### src/rtl/led_afterglow.sv
// led_afterglow
//   Per-LED PWM driver with a fading trail. Every clock, a set pattern bit
//   loads that LED's brightness level from dim. Once the bit drops, the level
//   steps down by one on each decay tick until it reaches zero. Each level
//   drives a PWM output with a period of 2^BW clocks.
//
//   Optional build macro: LED_AFTERGLOW_GAMMA_EN
//     defined   : duty = (level*level) >> BW, for a perceptually linear fade
//     undefined : duty = level, for a linear duty fade
//
// Ports
//   clock      in   system clock, rising edge
//   reset_n    in   asynchronous active-low reset
//   pattern    in   NLED  LED on/off pattern, sampled every clock
//   enable     in   1 = drive LEDs, 0 = force led low (state keeps running)
//   decay_rate in   2     fade speed; prescaler step = decay_rate + 1
//   dim        in   BW    brightness loaded into a lit LED
//   led        out  NLED  registered PWM drive, active-high
//   pwm_sync   out  1     registered pulse at the start of each PWM period
module led_afterglow #(
  parameter int NLED      = 8,
  parameter int BW        = 4,
  parameter int DECAY_PRE = 18
) (
  input  logic            clock,
  input  logic            reset_n,
  input  logic [NLED-1:0] pattern,
  input  logic            enable,
  input  logic [1:0]      decay_rate,
  input  logic [BW-1:0]   dim,
  output logic [NLED-1:0] led,
  output logic            pwm_sync
);

  logic [DECAY_PRE-1:0] r_pre;
  logic                 r_decay_tick;
  logic [BW-1:0]        r_pwm_cnt;
  logic                 r_pwm_sync;
  logic [NLED-1:0]      r_led;
  logic [NLED-1:0]      w_led_next;
  logic [DECAY_PRE:0]   w_pre_sum;

  // The prescaler is an accumulator. Its carry-out is the decay tick, so
  // every rate gives a fractional period without a divider.
  assign w_pre_sum = {1'b0, r_pre}
                   + {{(DECAY_PRE-1){1'b0}}, decay_rate}
                   + {{DECAY_PRE{1'b0}}, 1'b1};

  always_ff @(posedge clock or negedge reset_n) begin
    if (!reset_n) begin
      r_pre        <= '0;
      r_decay_tick <= 1'b0;
      r_pwm_cnt    <= '0;
      r_pwm_sync   <= 1'b0;
      r_led        <= '0;
    end else begin
      r_pre        <= w_pre_sum[DECAY_PRE-1:0];
      r_decay_tick <= w_pre_sum[DECAY_PRE];
      r_pwm_cnt    <= r_pwm_cnt + 1'b1;
      r_pwm_sync   <= (r_pwm_cnt == '0);
      r_led        <= w_led_next;
    end
  end

  genvar gi;
  generate
    for (gi = 0; gi < NLED; gi++) begin : g_led
      logic [BW-1:0] r_level;
      logic [BW-1:0] w_duty;

      // A load has priority over a decay tick in the same cycle. Decay
      // saturates at zero.
      always_ff @(posedge clock or negedge reset_n) begin
        if (!reset_n) begin
          r_level <= '0;
        end else if (pattern[gi]) begin
          r_level <= dim;
        end else if (r_decay_tick && (r_level != '0)) begin
          r_level <= r_level - 1'b1;
        end
      end

`ifdef LED_AFTERGLOW_GAMMA_EN
      logic [2*BW-1:0] w_sq;
      assign w_sq   = {{BW{1'b0}}, r_level} * {{BW{1'b0}}, r_level};
      assign w_duty = BW'(w_sq >> BW);
`else
      assign w_duty = r_level;
`endif

      assign w_led_next[gi] = enable & (w_duty > r_pwm_cnt);
    end
  endgenerate

  assign led      = r_led;
  assign pwm_sync = r_pwm_sync;

endmodule

### config.mk
export PLATFORM = sky130hd
export DESIGN_NAME = led_afterglow
export DESIGN_NICKNAME = d
export VERILOG_FILES = /design/src/rtl/led_afterglow.sv
export SDC_FILE = /design/constraint.sdc
export NUM_CORES = 1
export LEC_CHECK = 0
export ABC_CLOCK_PERIOD_IN_PS = 1800
export BUFFER_PORTS_ARGS = -buffer_cell sky130_fd_sc_hd__buf_2
export CORE_ASPECT_RATIO = 1.4
export CORE_UTILIZATION = 61
export CTS_CLUSTER_SIZE = 24
export DETAILED_ROUTE_END_ITERATION = 10
export PLACE_DENSITY = 0.83
export SYNTH_ARGS = -nofsm -noshare
export SYNTH_HDL_FRONTEND = slang
export SYNTH_SLANG_ARGS = --single-unit
### constraint.sdc
create_clock -name clock -period 1.8 [get_ports clock]
set_input_delay 0.27 -clock clock [delete_from_list [all_inputs] [get_ports clock]]
set_output_delay 0.27 -clock clock [all_outputs]
set_load 0.05 [all_outputs]
==> Word level (Yosys, flattened, before mapping) <==
Cells that the tools add are included.
{ "word_totals": {"latchBits": 0, "elab_cells": 81, "romBits": 0, "output_inout_bits": 9, "n_memories": 0, "register_bits": 64, "ram_bits": 0, "input_bits": 17} }
{ "op_classes": {"n_addsub": 11, "bitwise_logic": 8, "n_eq_ne": 0, "div_mod_pow": 0, "n_lt_le_gt_ge": 8, "multipliers": 0, "mux": 16, "n_reduce_logical": 25, "n_shift": 0} }
{ "ops": {"columns": ["operator", "count"], "rows": [
  ["4-bit two-way mux", 16],
  ["4-bit > comparator", 8],
  ["4-bit nonzero test", 8],
  ["4-bit by 1-bit subtractor with 4-bit output (second input constant)", 8],
  ["18-bit by 2-bit adder with 19-bit output", 1],
  ["19-bit by 1-bit adder with 19-bit output (second input constant)", 1],
  ["2-bit nonzero test", 8],
  ["1-bit bitwise AND", 8],
  ["1-bit logical AND", 8],
  ["4-bit by 1-bit adder with 4-bit output (second input constant)", 1],
  ["4-bit zero test", 1]
]} }

==> Logic depth before layout (Yosys ltp) <==
{ "logic_depth": {"ltp_word": 4, "mapped_depth": 8, "ltp_nobuf": 7} }

==> Worst setup path before layout <==
No wires, ideal clock.
{ "synth_timing": {"path_kind": "flip-flop to flip-flop", "startpoint": "register r_pre[0]", "endpoint": "register r_pre[16]", "slack_ns": 0.209, "path_stages_with_launch": 9, "arrival_time_ns": 1.512, "setup_time_ns": 0.079, "cell_sequence": "dfrtp_1 inv_1 ha_1 fa_1 nor2b_1 buf_2 nand4_1 nor2_1 xor2_1"} }
{ "synth_between": {"elab_chain_cells": 2} }
{ "synth_rtl": {"columns": ["element", "line", "text"], "rows": [
  ["start, declared", "35", "logic [DECAY_PRE-1:0] r_pre;"],
  ["start signal, assigned", "57", "r_pre <= w_pre_sum[DECAY_PRE-1:0];"],
  ["18-bit by 2-bit adder with 19-bit output", "46", "+ {{(DECAY_PRE-1){1'b0}}, decay_rate}"],
  ["19-bit by 1-bit adder with 19-bit output", "47", "+ {{DECAY_PRE{1'b0}}, 1'b1};"],
  ["net w_pre_sum[16]", "41", "logic [DECAY_PRE:0] w_pre_sum;"]
]} }
The timed path passes the listed nets, and every way through them passes these cells.
A chain may end at the register's enable or synchronous reset.

==> Final worst setup path <==
{ "layout_timing": {"startpoint": "register g_led[5].r_level[1]", "endpoint": "register g_led[5].r_level[1]"} }
{ "layout_between": {"elab_chain_cells": 3, "word_cells_on_any_way": 6} }
{ "layout_rtl": {"columns": ["element", "line", "text"], "rows": [
  ["start, declared", "68", "logic [BW-1:0] r_level;"],
  ["start signal, assigned", "77", "r_level <= dim;"],
  ["start signal, assigned", "79", "r_level <= r_level - 1'b1;"],
  ["4-bit by 1-bit subtractor with 4-bit output or 4-bit nonzero test (tied branches)", "79, 78", null],
  ["4-bit two-way mux or 1-bit logical AND (tied branches)", "78", "end else if (r_decay_tick && (r_level != '0)) begin"],
  ["4-bit two-way mux or 2-bit nonzero test (tied branches)", null, null]
]} }
Several ways; a longest one is shown, not always the timed one. The select of a mux whose other input is x is not followed.

==> results.json <==
{
  "status": "complete, no violations",
  "antenna_found_initial": 0,
  "vdd_drop_max_mv": 0.9718,
  "pre_cts_ws_ps": 1.212,
  "critPathBufInv": 2,
  "ant_nets": 0,
  "synth_area_mm2": 0.003861,
  "io_buffers": 25,
  "worstHoldPathCells": 2,
  "row_count": 33,
  "reg2reg_to": "g_led[5].r_level[1]$_DFFE_PN0P_",
  "power-per-cell-area_mw_per_mm2": 926.5,
  "first_iter_violations": 131,
  "critPathMaxStageDelay_ps": 410,
  "synth-edff-count": 0,
  "finalCritPeriodShare_pct": 94.54,
  "synth.distinct_cells": 33,
  "skew_ps": 6.986,
  "min_period_ps": 1702,
  "ys_seq_elements": 64,
  "setup_viol": 0,
  "yosysSeqAreaShare_pct": 41.48,
  "hold_class": "in -> reg",
  "synth_top_flop_cell": "dfrtp_1",
  "wire_per_inst_um": 15.82,
  "io_pins": 26,
  "root_buffer": "clkbuf_8",
  "startpoint_type": "flip-flop",
  "path_cells": "inv_1 > ha_1 > inv_1 > o31ai_4 > mux2i_1 > mux2_2",
  "die_area_mm2": 0.006656,
  "die_w_um": 69.24,
  "die_h_um": 96.14,
  "critPathMaxFanout": 3,
  "critical_path.top_delay_family": "multiplexers",
  "dp_hpwl_mm": 5.325,
  "core_area_mm2": 0.005987,
  "slew_violations": 0,
  "syn_avg_cell_area_um2": 10.61,
  "power_uw": 4035,
  "routabilityCongestion": 0.7965,
  "worstPathArrival_ps": 1930,
  "drc": 0,
  "grt_pass1_wl_mm": 12.45,
  "rsz0062_at_grt": "no",
  "clock_latency_ps": 340,
  "fin_ws_ps": 98.25,
  "fmax_ghz": 0.5876,
  "clockBufferDepth": 2,
  "r2r-start": "g_led[5].r_level[1]$_DFFE_PN0P_",
  "hp-start": "pattern[4]",
  "hold_path_end": "g_led[4].r_level[0]$_DFFE_PN0P_",
  "drv_cap": 0,
  "worstMarginPinSlew_ps": 461.9,
  "end_kind": "flip-flop",
  "setup_tns_ps": 0,
  "dr.pass1.iters": 4,
  "globalRoute.totalOverflow": 0,
  "p_leak_uw": 0.002074,
  "r2r_slack_ps": 100,
  "hold_viol": 0,
  "cp_common_cell": "inv_1",
  "worst-endpoint-required_ps": 2020,
  "final_nets": 464,
  "track_usage_pct": 24.62,
  "cts_tree": "done",
  "drive_gt1_share_pct": 19.90,
  "max_slew_margin_pct": 69.21,
  "cts.clk_slew.worst_paths_ps": 70,
  "area_growth_pct": 12.80,
  "slowest_stage": "dfrtp_1",
  "vias": 2732,
  "num_antenna_cells": 0,
  "grt_pass1_vias": 2738,
  "ys_warn_count": 0,
  "syn_nets": 426,
  "start_util_pct": 64.49,
  "wl_mm": 7.545,
  "async_flop_share_pct": 100.0,
  "rr_worst_depth": 6,
  "grt_max_degree": 65,
  "cts_sinks": 64,
  "crit_type": "reg -> reg",
  "viasPerCell": 5.727,
  "cts-buffers-inserted": 9,
  "synthCells": 364,
  "htreeDepth": 3
}
==> worst max-delay path by stage <==
stage,start,depth (start not counted),endpoint
after floorplan,r_pre[0]$_DFF_PN0_,8,r_pre[16]$_DFF_PN0_
after global placement,decay_rate[0],9,r_pre[16]$_DFF_PN0_
after detailed placement,decay_rate[0],9,r_pre[16]$_DFF_PN0_
after CTS,g_led[5].r_level[1]$_DFFE_PN0P_,6,g_led[5].r_level[1]$_DFFE_PN0P_
after global routing,r_pre[0]$_DFF_PN0_,7,r_pre[6]$_DFF_PN0_
final,g_led[5].r_level[1]$_DFFE_PN0P_,6,g_led[5].r_level[1]$_DFFE_PN0P_
==> cells in the mapped netlist (8+ instances only) <==
cell type,instances,share of area [%]
a21oi_1,8,1.0
xor2_1,17,3.9
mux2i_1,8,2.1
xnor2_1,25,5.7
nand4_1,8,1.3
nor3_1,10,1.3
o311ai_1,8,1.8
o31ai_2,8,2.6
dfrtp_1,64,41
o211ai_1,9,1.7
inv_1,45,4.4
ha_1,44,14
o21ai_1,17,2.2
mux2_2,16,4.7
nand2_1,28,2.7
==> layer usage <==
layer	track usage, %	wire [um]	vias to the layer above	part of all wire [%]
met4	12.24	180	0	2.4
met1	26.68	3158	1332	42
met2	47.01	4035	32	53
met5	0	0	-	0
li1	-	-	1353	-
met3	3.351	170	15	2.3
==> flip-flops by register name, summed over array words and instances, names as in the netlist <==
register and count:
g_led.r_level 32, led 8, pwm_sync 1, r_decay_tick 1, r_pre 18, r_pwm_cnt 4
==> per-stage QoR <==
step / area [um2] / cells / utilization [%] / hold slack (ps)
after floorplan: 3861 / 364 / - / -25.59
after CTS: 4340 / 477 / 72.50 / 165.4
final: 4355 / 477 / 72.75 / 169.7
after detailed placement: 4113 / 460 / 68.69 / 310.3
after global placement: 4113 / 460 / 68.69 / 308.8
after global routing: 4355 / 477 / 72.75 / 186.2
==> layout by cell type (no fill, tap or decap), types with 9 or more instances in the layout <==
master	Yosys	layout
o21ai_1	17	16
inv_1	45	45
mux2_2	16	16
buf_2	3	25
ha_1	44	44
nor3_1	10	10
xor2_1	17	17
o211ai_1	9	9
clkbuf_8	0	13
dfrtp_1	64	64
xnor2_1	25	25
nand2_1	28	28
==> power breakdown <==
part | internal [uW] | switching, uW
Combinational | 382 | 503
Clock | 789 | 527
Sequential | 1630 | 204
==> cell type report <==
cell class              count  area, um2
clock buffers              14      182.7
fillers                   426       1632
flip-flops and latches     64       1602
well taps                  70      87.58
inverters                  45      168.9
repair buffers             33      200.2
multi-input cells         249       2079
clock inverters             2      35.03
==> repair_timing <==
| action | 4_1_cts | 5_1_grt |
|---|---|---|
| hold buffers | 1 | 0 |
| endpoints found under the hold margin | 64 | 0 |
| setup endpoints to repair | 0 | 5 |
| buffers inserted | 0 | 0 |
| gates resized for setup | 0 | 3 |
==> cells by family (layout without fill, tap and decap cells) <==
kind of cell	after synthesis	after routing	share of synthesized area, %
buffers and inverters	51	94	5.055
AOI/OAI and AO/OA	67	67	12.61
DFF	64	64	41.48
and+or+nand+nor	71	71	9.819
muxes	24	24	6.740
xor gates and xnor gates	42	42	9.527
adders and majority gates	45	45	14.78
Power figures use the tool's default switching activity.
